<file path="src/rtl/com_slink_diag_pkg.sv">
// Shared encodings for the SLINK RX link-health monitor: link-state values and
// slink_err_vec bit positions.
package com_slink_diag_pkg;

   typedef enum logic [1:0] {
      ST_INIT     = 2'b00,
      ST_OK       = 2'b01,
      ST_DEGRADED = 2'b10,
      ST_FAIL     = 2'b11
   } link_state_e;

   // slink_err_vec layout: {break, delay, cause[num_cause-1:0]}
   function automatic int unsigned vec_dly_idx(input int unsigned num_cause);
      return num_cause;
   endfunction

   function automatic int unsigned vec_brk_idx(input int unsigned num_cause);
      return num_cause + 1;
   endfunction

endpackage

</file>
<file path="src/rtl/com_slink_err_cnt.sv">
// Saturating error counter with synchronous clear and a registered threshold flag.
// force_i ORs an extra condition into the flag register (used for the live delay level).
module com_slink_err_cnt
   import com_slink_diag_pkg::*;
#(
   parameter int unsigned CNT_W     = 8,
   parameter int unsigned THRESHOLD = 10
) (
   input  logic             clk_125m,
   input  logic             rst_125m,
   input  logic             inc_i,
   input  logic             clr_i,
   input  logic             force_i,
   output logic [CNT_W-1:0] cnt_o,
   output logic             flag_o
);

   localparam logic [CNT_W-1:0] CntMax = '1;
   localparam logic [CNT_W-1:0] ThrVal = CNT_W'(THRESHOLD);

   logic [CNT_W-1:0] cnt_q, cnt_d;
   logic             flag_q, flag_d;

   // Clear beats a same-cycle increment
   always_comb begin
      cnt_d = cnt_q;
      if (clr_i) begin
         cnt_d = '0;
      end else if (inc_i && (cnt_q != CntMax)) begin
         cnt_d = cnt_q + 1'b1;
      end
      flag_d = (cnt_q >= ThrVal) | force_i;
   end

   always_ff @(posedge clk_125m or negedge rst_125m) begin
      if (!rst_125m) begin
         cnt_q  <= '0;
         flag_q <= 1'b0;
      end else begin
         cnt_q  <= cnt_d;
         flag_q <= flag_d;
      end
   end

   assign cnt_o  = cnt_q;
   assign flag_o = flag_q;

endmodule

</file>
<file path="src/rtl/com_slink_diag_mc.sv">
// Multi-cause SLINK RX link-health monitor: per-cause and delay fault counters, auto-clear
// after a run of clean packets, link-state FSM. COM_SLINK_DIAG_STAT_EN exposes err_cnt_bus.
module com_slink_diag_mc
   import com_slink_diag_pkg::*;
#(
   parameter int unsigned NUM_CAUSE     = 4,
   parameter int unsigned CNT_W         = 8,
   parameter int unsigned ERR_THRESHOLD = 10,
   parameter int unsigned DLY_THRESHOLD = 100,
   parameter int unsigned OK_THRESHOLD  = 100,
   parameter int unsigned PIPE_DLY      = 2
) (
   input  logic                 clk_125m,
   input  logic                 rst_125m,
   input  logic                 chn_break_err,
   input  logic                 chn_pkt_eop,
   input  logic [NUM_CAUSE-1:0] chn_pkt_err,
   input  logic                 chn_pkt_delay_err,
   input  logic                 diag_clr,
   output logic                 slink_err,
   output logic [NUM_CAUSE+1:0] slink_err_vec,
   output logic [1:0]           link_state
`ifdef COM_SLINK_DIAG_STAT_EN
   ,
   output logic [(NUM_CAUSE+1)*CNT_W-1:0] err_cnt_bus
`endif
);

   localparam int          NCnt   = NUM_CAUSE + 1;
   localparam int unsigned DlyIdx = vec_dly_idx(NUM_CAUSE);
   localparam int unsigned BrkIdx = vec_brk_idx(NUM_CAUSE);
   localparam logic [CNT_W-1:0] OkThr = CNT_W'(OK_THRESHOLD);

   logic [NCnt-1:0]  inc_vec, force_vec, flag_vec;
   logic [CNT_W-1:0] cnt_arr [NCnt];

   logic                dly_d1_q, brk_q, err_clear_q, err_clear_d, clr_d1_q;
   logic [CNT_W-1:0]    ok_q, ok_d;
   logic [PIPE_DLY-1:0] pipe_q;
   link_state_e         state_q;

   logic pkt_err_any, clean_eop, cnt_clr, any_cnt_nz, fault_any;

   assign pkt_err_any = chn_pkt_eop & (|chn_pkt_err);
   assign clean_eop   = chn_pkt_eop & ~(|chn_pkt_err);
   assign cnt_clr     = err_clear_q | diag_clr;

   // Index NUM_CAUSE is the delay-episode counter, counted on the falling edge of the level
   assign inc_vec   = {dly_d1_q & ~chn_pkt_delay_err, {NUM_CAUSE{chn_pkt_eop}} & chn_pkt_err};
   assign force_vec = {dly_d1_q, {NUM_CAUSE{1'b0}}};

   for (genvar g = 0; g < NCnt; g++) begin : g_cnt
      com_slink_err_cnt #(
         .CNT_W    (CNT_W),
         .THRESHOLD((g < NUM_CAUSE) ? ERR_THRESHOLD : DLY_THRESHOLD)
      ) u_cnt (
         .clk_125m(clk_125m),
         .rst_125m(rst_125m),
         .inc_i   (inc_vec[g]),
         .clr_i   (cnt_clr),
         .force_i (force_vec[g]),
         .cnt_o   (cnt_arr[g]),
         .flag_o  (flag_vec[g])
      );
   end

   always_comb begin
      any_cnt_nz = 1'b0;
      for (int g = 0; g < NCnt; g++) begin
         any_cnt_nz = any_cnt_nz | (cnt_arr[g] != '0);
      end
   end

   always_comb begin
      ok_d = ok_q;
      if (diag_clr | pkt_err_any | dly_d1_q | chn_break_err) begin
         ok_d = '0;
      end else if (chn_pkt_eop && (ok_q != OkThr)) begin
         ok_d = ok_q + 1'b1;
      end
      err_clear_d = (ok_d == OkThr) && (ok_q != OkThr);
   end

   // Cause/delay flags lag their counters by a cycle, so they are stale while a clear is
   // being applied and on the cycle after; break is never masked.
   assign fault_any = brk_q | ((|flag_vec) & ~(cnt_clr | clr_d1_q));

   always_ff @(posedge clk_125m or negedge rst_125m) begin
      if (!rst_125m) begin
         dly_d1_q    <= 1'b0;
         brk_q       <= 1'b0;
         ok_q        <= '0;
         err_clear_q <= 1'b0;
         clr_d1_q    <= 1'b0;
      end else begin
         dly_d1_q    <= chn_pkt_delay_err;
         brk_q       <= chn_break_err;
         ok_q        <= ok_d;
         err_clear_q <= err_clear_d;
         clr_d1_q    <= cnt_clr;
      end
   end

   always_ff @(posedge clk_125m or negedge rst_125m) begin
      if (!rst_125m) begin
         state_q <= ST_INIT;
      end else if (diag_clr) begin
         state_q <= ST_INIT;
      end else if (fault_any) begin
         state_q <= ST_FAIL;
      end else begin
         unique case (state_q)
            ST_INIT:     if (clean_eop)   state_q <= ST_OK;
            ST_OK:       if (any_cnt_nz)  state_q <= ST_DEGRADED;
            ST_DEGRADED: if (err_clear_q) state_q <= ST_OK;
            ST_FAIL:     if (err_clear_q) state_q <= ST_OK;
            default:                      state_q <= ST_INIT;
         endcase
      end
   end

   assign slink_err_vec[NUM_CAUSE-1:0] = flag_vec[NUM_CAUSE-1:0];
   assign slink_err_vec[DlyIdx]        = flag_vec[NUM_CAUSE];
   assign slink_err_vec[BrkIdx]        = brk_q;

   always_ff @(posedge clk_125m or negedge rst_125m) begin
      if (!rst_125m) begin
         pipe_q <= '0;
      end else begin
         pipe_q[0] <= |slink_err_vec;
         for (int k = 1; k < PIPE_DLY; k++) begin
            pipe_q[k] <= pipe_q[k-1];
         end
      end
   end

   assign slink_err  = pipe_q[PIPE_DLY-1];
   assign link_state = state_q;

`ifdef COM_SLINK_DIAG_STAT_EN
   for (genvar g = 0; g < NCnt; g++) begin : g_bus
      assign err_cnt_bus[g*CNT_W +: CNT_W] = cnt_arr[g];
   end
`endif

endmodule
</file>
<file path="config.mk">
export PLATFORM = sky130hd
export DESIGN_NAME = com_slink_diag_mc
export DESIGN_NICKNAME = d
export VERILOG_FILES = /design/src/rtl/com_slink_diag_pkg.sv /design/src/rtl/com_slink_err_cnt.sv /design/src/rtl/com_slink_diag_mc.sv
export SDC_FILE = /design/constraint.sdc
export NUM_CORES = 1
export LEC_CHECK = 0
export ABC_CLOCK_PERIOD_IN_PS = 2400
export CAP_MARGIN = 20
export CORE_ASPECT_RATIO = 2
export CORE_UTILIZATION = 44
export CTS_CLUSTER_SIZE = 10
export DETAILED_ROUTE_END_ITERATION = 16
export PLACE_DENSITY = 0.64
export SYNTH_ARGS = -nofsm -noshare
export SYNTH_HDL_FRONTEND = slang
export SYNTH_SLANG_ARGS = --single-unit
export TNS_END_PERCENT = 50
</file>
<file path="constraint.sdc">
create_clock -name clk_125m -period 2.4 [get_ports clk_125m]
set_clock_uncertainty 0.1 [all_clocks]
set_input_delay 0.6 -clock clk_125m [delete_from_list [all_inputs] [get_ports clk_125m]]
set_output_delay 0.6 -clock clk_125m [all_outputs]
set_load 0.005 [all_outputs]
</file>
==> results by group, run 1 <==
Cells and area
  – Layout cells sized above 1: 13.2%
  – Nets: 398
  – Most frequent cells in the layout: dfrtp_1, nor2_1, nand2_1, xor2_1, buf_4
  – Finished Cell Area: 3950 µm²
  – Ant diodes: 0
  – Area Growth Syn to Fin: 19.9%
  – Most common cell after layout, fill and taps aside: dfrtp_1

Placement
  – Placed Area: 3710 µm²
  – Port Buffer Count: 18
  – GP Congestion: 0.855
  – Dpl ws: -0.0697 ns
  – Detail Placement HPWL: 5310 µm

Global routing
  – Grt ovf: 0
  – GRT Util Overall: 20.5%
  – Initial antenna violation count: 0
  – Largest net degree at the start of global routing: 32
  – First-pass GRT wire length: 12,500 µm
  – Vias in the first global route: 2,664

Status
  – Status: finished clean

Routing
  – Top routing layer used: met4
  – Initial DRC Count: 169
  – WL per Instance: 15.3 µm
  – TritonRoute pass-1 iters: 5
  – Post-route DRC: 0
  – Via Count: 2,554
  – Metal-1 WL: 2790 µm
  – Metal3 WL: 222 µm
  – Met2 wire length: 3820 µm
  – ANT nets after route: 0
  – Final wirelength: 7090 µm
  – Vias per cell: 5.50

Die
  – Starting density of the core: 45.3%
  – Rows: 44
  – Core area: 7270 µm²
  – Die Span Y: 124 µm
  – I/O pin count: 19
  – Die width: 63.2 µm
  – DIE AREA: 7860 µm²

Synth
  – Mapped Area: 3290 µm²
  – Seq/Total Area, Yosys: 46.3%
  – Post-synth EDFFs: 0
  – Area share of the largest cell type after synthesis: 46.3%
  – Post-Syn Instances: 332
  – Synth cell types: 41
  – Ys Warns: 0
  – Synth async-reset ratio: 100%
  – Ranking of synthesized cells by area: dfrtp_1, xor2_1, ha_1, nor2_1, nand4_1
  – Syn nets: 358
  – Post-synth top flop: dfrtp_1
  – Seq cells post-synth: 61
  – Mean post-synth cell area: 9.92 µm²
  – Cell accounting for the most synthesized area: dfrtp_1

STA
  – Final worst path period share: 88.7%
  – Fin crit period: 2.13 ns
  – Final Hold Fails: 0
  – RSZ-0062 raised after global routing: no
  – Worst slew pin tran: 0.726 ns
  – Rel. slew slack: 51.6%
  – Max Slew Vio Count: 0
  – Max Clk Rate: 0.470 GHz
  – Final setup margin: 0.271 ns
  – Final setup viols: 0

CTS
  – CTS tree: built
  – Hold buffers post-CTS: 0
  – CTS sink cnt: 61
  – Max Buffers Root-to-Sink: 2
  – CTS H-tree depth: 3
  – CTS Root Cell: clkbuf_16
  – Cts repair resizes: 0
  – Clock buffer count from CTS: 9
  – CTS clock-pin slew for the worst setup and hold paths: 0.05 ns
  – Post-CTS Setup Inserts: 0
  – Worst-Skew Late Latency: 0.33 ns

Setup path
  – CP Launch Point: chn_pkt_err[0]
  – Critical path start-end classification: input pin to flop
  – CP startpoint kind: input pin
  – CP arrival: 2.24 ns
  – Crit end category: flop
  – R2R Path Start: ok_q[0]
  – Crit path required time: 2.51 ns
  – CP max FO: 3

Hold path
  – Hold crit path type: input pin to async pin

Run
  – Max_cap viols: 0

Pwr
  – Static Leak: 1.78 nW
  – Pwr Density: 597 nW/µm²
  – VDD IR max: 0.000287 V
## synth_stat cells (3+ instances only)
master and count:
a21oi_1 9, a31oi_1 3, a41oi_2 5, and2_1 3, and3_1 8, and4_1 5
buf_4 8, clkbuf_1 5, dfrtp_1 61, ha_1 16, inv_1 18, nand2_1 23
nand2b_1 3, nand3_1 10, nand4_1 21, nor2_1 51, nor3_1 8, nor4_1 5
nor4b_1 3, o21ai_0 6, o31ai_1 5, xnor2_1 11, xor2_1 23
## sequential cells by signal (all words and copies together) (netlist names)
register            count
g_cnt.u_cnt.flag_o      5
pipe_q                  2
ok_q                    8
brk_q                   1
err_clear_q             1
clr_d1_q                1
link_state              2
dly_d1_q                1
g_cnt.u_cnt.cnt_o      40
## worst max-delay path: stages
cell and delay (ns):
clkdlybuf4s50_1 0.45, buf_4 0.16, nor4_1 0.48, nand3_1 0.12
o21ai_0 0.11, a221oi_1 0.10, and4_1 0.22
## power by group
part           switching [mW]  total, mW  internal [mW]
Clock                   0.397       1.09          0.694
Combinational           0.103      0.193         0.0901
Sequential             0.0239       1.07           1.05
## through the flow
step                TNS, ns  hold WS (ns)  total power [mW]  utilization [%]  cells
floorplan                 0         0.204              1.18                -    332
global placement     -0.174         0.238              1.28             51.0    453
detailed placement   -0.318         0.243              1.29             51.0    453
CTS                       0         0.253              2.39             54.4    464
global route              0         0.263              2.47             54.4    464
finish                    0         0.231              2.36             54.4    464
## per-layer routing
metal	track usage (%)	up-vias
met2	36.4	58
met4	10.4	0
met3	5.13	17
met1	21.8	1245
met5	0	-
li1	-	1234
## area by class of cell
cell class	count	area [µm²]
Sequential cell	61	1530
Fill cell	682	3320
Clock buffer	11	243
Inverter	18	67.6
Timing Repair Buffer	43	388
Tap cell	92	115
Multi-Input combinational cell	239	1610
## cells by family after synthesis
| kind of cell | synth area share [%] |
|---|---|
| and+or+nand+nor | 23.4 |
| DFF | 46.3 |
| AOI/OAI and AO/OA | 9.72 |
| xor gates and xnor gates | 9.04 |
| buffers and inverters | 4.79 |
| adders and majority gates | 6.08 |
| muxes | 0.608 |
## path summary, 6_finish.rpt
path                                           end  slack [ns]  cells past startpoint
max                                    err_clear_q        0.27                      7
min reg2reg                              pipe_q[1]        0.25                      0
min in group clk_125m                    pipe_q[1]        0.25                      0
min                        g_cnt[0].u_cnt.cnt_o[0]        0.23                      1
max reg2reg                            err_clear_q        0.42                      6
max in group asynchronous  g_cnt[2].u_cnt.cnt_o[7]        1.36                      2
Note: power is estimated with default switching activity, not from simulation.
==> inputs of run 2 (changes only) <==
--- a/config.mk
+++ b/config.mk
@@ -9,9 +9,12 @@
 export CAP_MARGIN = 20
 export CORE_ASPECT_RATIO = 2
 export CORE_UTILIZATION = 44
+export CTS_BUF_LIST = sky130_fd_sc_hd__clkbuf_4 sky130_fd_sc_hd__clkbuf_8 sky130_fd_sc_hd__clkbuf_16
+export CTS_CLUSTER_DIAMETER = 150
 export CTS_CLUSTER_SIZE = 10
 export DETAILED_ROUTE_END_ITERATION = 16
 export PLACE_DENSITY = 0.64
+export SKIP_LAST_GASP = 1
 export SYNTH_ARGS = -nofsm -noshare
 export SYNTH_HDL_FRONTEND = slang
 export SYNTH_SLANG_ARGS = --single-unit
==> run 2 against run 1 <==
Hold slack lost 0.0012 ns. Clock-buffer cell count stayed put. Clock power hardly changed. Largest power group unchanged.
==> results by group, run 2 (same netlist as run 1, synthesis figures left out) <==
Global routing
  – Largest net degree at the start of global routing: 32
  – Vias in the first global route: 2,663
  – First-pass GRT wire length: 12,500 µm
  – GRT Util Overall: 20.6%
  – Grt ovf: 0
  – Initial antenna violation count: 0

Setup path
  – CP max stage delay: 0.47 ns
  – Worst reg2reg path depth: 6
  – Crit-path cells: clkdlybuf4s50_1 > buf_4 > nor4_1 > nand3_1 > o21ai_0 > a221oi_1 > and4_1
  – CP Capture Point: err_clear_q
  – Crit end category: flop
  – CP max FO: 3
  – CP arrival: 2.24 ns
  – R2r endpoint: err_clear_q
  – R2R Path Start: ok_q[0]
  – Critical path start-end classification: input pin to flop
  – Crit path required time: 2.51 ns
  – Setup slack, reg-to-reg: 0.47 ns
  – CP Launch Point: chn_pkt_err[0]
  – Slowest cell on crit path: nor4_1
  – CP startpoint kind: input pin

Pwr
  – Internal Dissipation: 1.85 mW
  – Combinational share of power: 8.1%
  – Sequential share of power: 45.3%
  – Switching Share: 22.2%
  – P_sw: 0.526 mW
  – VDD IR max: 0.000286 V
  – Static Leak: 1.78 nW
  – Clk pwr share: 46.6%
  – Pwr Density: 600 nW/µm²
  – Final Power: 2.37 mW

Cells and area
  – Max reg flops: 40
  – Final Non-Filler Cells: 464
  – Area Growth Syn to Fin: 20.0%
  – Multi-input logic area: 1610 µm²
  – Final core utilization: 54.4%
  – Most common cell after layout, fill and taps aside: dfrtp_1
  – Ant diodes: 0
  – Most frequent cells in the layout: dfrtp_1, nor2_1, nand2_1, xor2_1, buf_4
  – Fillers: 682
  – Nets: 398
  – Layout cells sized above 1: 13.4%
  – Total area of sequential cells: 1530 µm²

CTS
  – Hold buffers post-CTS: 0
  – CTS tree: built
  – Cts repair resizes: 0
  – CTS Root Cell: clkbuf_16
  – Worst-Skew Late Latency: 0.33 ns
  – CTS H-tree depth: 3
  – CTS clock-pin slew for the worst setup and hold paths: 0.05 ns
  – Max Buffers Root-to-Sink: 2
  – Clock buffer count from CTS: 9
  – Post-CTS Setup Inserts: 0
  – CTS sink cnt: 61

STA
  – Max Clk Rate: 0.470 GHz
  – Max Slew Vio Count: 0
  – Worst slew pin tran: 0.722 ns
  – Rel. slew slack: 51.9%
  – Worst Hold Margin: 0.230 ns
  – Fin crit period: 2.13 ns
  – Final setup margin: 0.270 ns
  – RSZ-0062 raised after global routing: no
  – Final Hold Fails: 0
  – Final setup viols: 0
  – Final worst path period share: 88.7%

Routing
  – Vias per cell: 5.48
  – Final wirelength: 7070 µm
  – Initial DRC Count: 160
  – Via Count: 2,545
  – WL per Instance: 15.2 µm
  – TritonRoute pass-1 iters: 4
  – Post-route DRC: 0
  – ANT nets after route: 0

Placement
  – Port Buffer Count: 18
  – Placed cells: 453
  – Dpl ws: -0.0697 ns
  – Detail Placement HPWL: 5310 µm
  – GP Congestion: 0.855

Die
  – DIE AREA: 7860 µm²
  – I/O pin count: 19
  – Rows: 44
  – Die Span Y: 124 µm
  – Core area: 7270 µm²
  – Die width: 63.2 µm
  – Starting density of the core: 45.3%

Hold path
  – Hold crit path type: input pin to async pin

Status
  – Status: finished clean

Run
  – Max_cap viols: 0
==> run 2: cell counts in the layout (fill, tap and decap cells not counted) <==
Identical to the previous run, type by type.
==> run 2: area by class of cell <==
type	count	area share (%)
multi-input cells	239	40.7
well taps	92	2.91
clock buffers	11	6.23
repair buffers	43	9.81
inverters	18	1.71
flip-flops and latches	61	38.6
==> run 2: per-stage QoR <==
step	TNS [ns]	area (µm²)
2_1_floorplan	0	3290
3_3_place_gp	-0.174	3710
3_5_place_dp	-0.318	3710
4_1_cts	0	3950
5_1_grt	0	3950
6_report	0	3950
==> run 2: metal layers <==
| metal | part of all wire (%) | routed length, µm | vias to the layer above | global-route usage, % |
|---|---|---|---|---|
| li1 | - | - | 1233 | - |
| met1 | 39 | 2770 | 1242 | 21.9 |
| met2 | 54 | 3840 | 52 | 36.4 |
| met3 | 2.9 | 203 | 18 | 5.13 |
| met4 | 3.7 | 259 | 0 | 10.4 |
| met5 | 0 | 0 | - | 0 |
==> run 2: power by group through the flow <==
stage / combinational (mW) / clock (mW) / sequential [mW]
2_1_floorplan: 0.0944 / 0 / 1.08
3_5_place_dp: 0.196 / 0 / 1.09
3_3_place_gp: 0.192 / 0 / 1.09
4_1_cts: 0.197 / 1.13 / 1.07
5_1_grt: 0.219 / 1.19 / 1.08
6_report: 0.193 / 1.10 / 1.07
==> run 2: worst max-delay path, delay by kind of cell <==
kind            cells  cell delay [ns]
simple gates        3             0.81
compound gates      2             0.21
buf+inv             2             0.61
==> run 2: how the worst min path moves through the flow <==
stage	to	start	cells past startpoint	slack (ns)
6_report	g_cnt[0].u_cnt.cnt_o[0]	rst_125m	1	0.23
5_1_grt	pipe_q[1]	pipe_q[0]	0	0.26
4_1_cts	pipe_q[1]	pipe_q[0]	0	0.25
3_5_place_dp	pipe_q[1]	pipe_q[0]	0	0.24
3_3_place_gp	pipe_q[1]	pipe_q[0]	0	0.24
2_1_floorplan	brk_q	rst_125m	0	0.20
==> inputs of run 3 (changes only) <==
--- a/config.mk
+++ b/config.mk
@@ -8,12 +8,14 @@
 export ABC_CLOCK_PERIOD_IN_PS = 2400
 export CAP_MARGIN = 20
 export CORE_ASPECT_RATIO = 2
+export CORE_MARGIN = 10
 export CORE_UTILIZATION = 44
 export CTS_BUF_LIST = sky130_fd_sc_hd__clkbuf_4 sky130_fd_sc_hd__clkbuf_8 sky130_fd_sc_hd__clkbuf_16
 export CTS_CLUSTER_DIAMETER = 150
 export CTS_CLUSTER_SIZE = 10
 export DETAILED_ROUTE_END_ITERATION = 16
 export PLACE_DENSITY = 0.64
+export REMOVE_ABC_BUFFERS = 1
 export SKIP_LAST_GASP = 1
 export SYNTH_ARGS = -nofsm -noshare
 export SYNTH_HDL_FRONTEND = slang
==> run 3 against run 2 <==
Sequential cell count unchanged. First-iteration DRC count down 6.3%. Sequential share of layout area down 0.073 points. Largest power group unchanged. Power up 2.7%. Utilization up 0.10 points.
==> results by group, run 3 (same netlist as run 1, synthesis figures left out) <==
Status
  – Status: finished clean

Global routing
  – First-pass GRT wire length: 12,000 µm
  – Initial antenna violation count: 0
  – Largest net degree at the start of global routing: 62
  – Vias in the first global route: 2,580
  – Grt ovf: 0
  – GRT Util Overall: 13.3%

Setup path
  – Crit path required time: 2.50 ns
  – CP startpoint kind: input pin
  – CP arrival: 2.20 ns
  – Crit end category: flop
  – Critical path start-end classification: input pin to flop
  – CP max FO: 10

Placement
  – Dpl ws: -0.0701 ns
  – GP Congestion: 0.847
  – Detail Placement HPWL: 5160 µm
  – Port Buffer Count: 18

CTS
  – Post-CTS Setup Inserts: 0
  – CTS Root Cell: clkbuf_16
  – Worst-Skew Late Latency: 0.33 ns
  – Clock buffer count from CTS: 9
  – Hold buffers post-CTS: 0
  – CTS clock-pin slew for the worst setup and hold paths: 0.05 ns
  – Cts repair resizes: 0
  – CTS sink cnt: 61
  – CTS H-tree depth: 3
  – CTS tree: built
  – Max Buffers Root-to-Sink: 2

Pwr
  – VDD IR max: 0.000332 V
  – Pwr Density: 615 nW/µm²
  – Static Leak: 1.77 nW

STA
  – Fin crit period: 2.10 ns
  – Final setup viols: 0
  – Final Hold Fails: 0
  – Final setup margin: 0.298 ns
  – RSZ-0062 raised after global routing: no
  – Setup TNS: 0 ns
  – Rel. slew slack: 67.7%
  – Max Clk Rate: 0.476 GHz
  – Final worst path period share: 87.6%
  – Max Slew Vio Count: 0
  – Worst slew pin tran: 0.478 ns

Routing
  – WL per Instance: 15.0 µm
  – Vias per cell: 5.47
  – ANT nets after route: 0
  – Final wirelength: 6990 µm
  – TritonRoute pass-1 iters: 5
  – Via Count: 2,548
  – Initial DRC Count: 150
  – Post-route DRC: 0

Cells and area
  – Area Growth Syn to Fin: 20.2%
  – Most frequent cells in the layout: dfrtp_1, nor2_1, nand2_1, xor2_1, nand4_1
  – Ant diodes: 0
  – Layout cells sized above 1: 13.9%
  – Max reg flops: 40
  – Nets: 395
  – Most common cell after layout, fill and taps aside: dfrtp_1

Die
  – Die width: 81.2 µm
  – Starting density of the core: 45.3%
  – Rows: 44
  – I/O pin count: 19
  – Die Span Y: 142 µm
  – DIE AREA: 11,600 µm²
  – Core area: 7270 µm²

Run
  – Max_cap viols: 0

Hold path
  – Hold crit path type: input pin to async pin
[run 3: cell count changes in the layout (fill, tap and decap cells not counted), sizes merged]
cell,previous run,this run
clkinv,0,4
buf,26,23
clkbuf,11,9
clkinvlp,0,2
inv,18,19
[run 3: final timing paths]
kind,from,endpoint,slack (ns),cells after the start
max,chn_pkt_eop,g_cnt[2].u_cnt.cnt_o[4],0.30,8
min,rst_125m,ok_q[7],0.16,2
max reg2reg,g_cnt[1].u_cnt.cnt_o[0],link_state[1],0.41,7
min reg2reg,pipe_q[0],pipe_q[1],0.26,0
max in group asynchronous,rst_125m,g_cnt[0].u_cnt.cnt_o[5],1.76,2
min in group clk_125m,pipe_q[0],pipe_q[1],0.26,0
[run 3: area by class of cell]
class	instances	area [µm²]
inverters	18	67.6
well taps	92	115
clock inverters	7	51.3
multi-input cells	239	1610
fillers	686	3310
flip-flops and latches	61	1530
repair buffers	40	365
clock buffers	9	225
[run 3: critical path: stages]
cell	delay, ns
clkdlybuf4s50_1	0.53
buf_4	0.19
buf_12	0.13
nand2_1	0.06
a41oi_2	0.27
nand4_1	0.18
xor2_1	0.18
nor2_1	0.06
[run 3: per-stage QoR]
step / area [µm²] / utilization [%] / power, mW / instances / hold WS [ns]
6_report: 3960 / 54.5 / 2.44 / 466 / 0.159
5_1_grt: 3960 / 54.5 / 2.54 / 466 / 0.186
4_1_cts: 3960 / 54.5 / 2.47 / 466 / 0.181
3_5_place_dp: 3680 / 50.7 / 1.28 / 450 / 0.256
3_3_place_gp: 3680 / 50.7 / 1.28 / 450 / 0.245
2_1_floorplan: 3200 / - / 1.17 / 318 / 0.204
[run 3: power breakdown]
part | internal, mW | total (mW) | switching, mW | leakage [nW]
Combinational | 0.0846 | 0.186 | 0.101 | 0.814
Sequential | 1.05 | 1.07 | 0.0229 | 0.828
Clock | 0.700 | 1.18 | 0.479 | 0.132
Total | 1.83 | 2.44 | 0.603 | 1.77
[run 3: per-layer routing]
| metal | GRT usage (%) | part of all wire (%) | vias to the layer above |
|---|---|---|---|
| met2 | 22.4 | 52 | 51 |
| li1 | - | - | 1237 |
| met3 | 3.23 | 3.9 | 19 |
| met5 | 0 | 0 | - |
| met4 | 7.70 | 3.2 | 0 |
| met1 | 14.4 | 41 | 1241 |
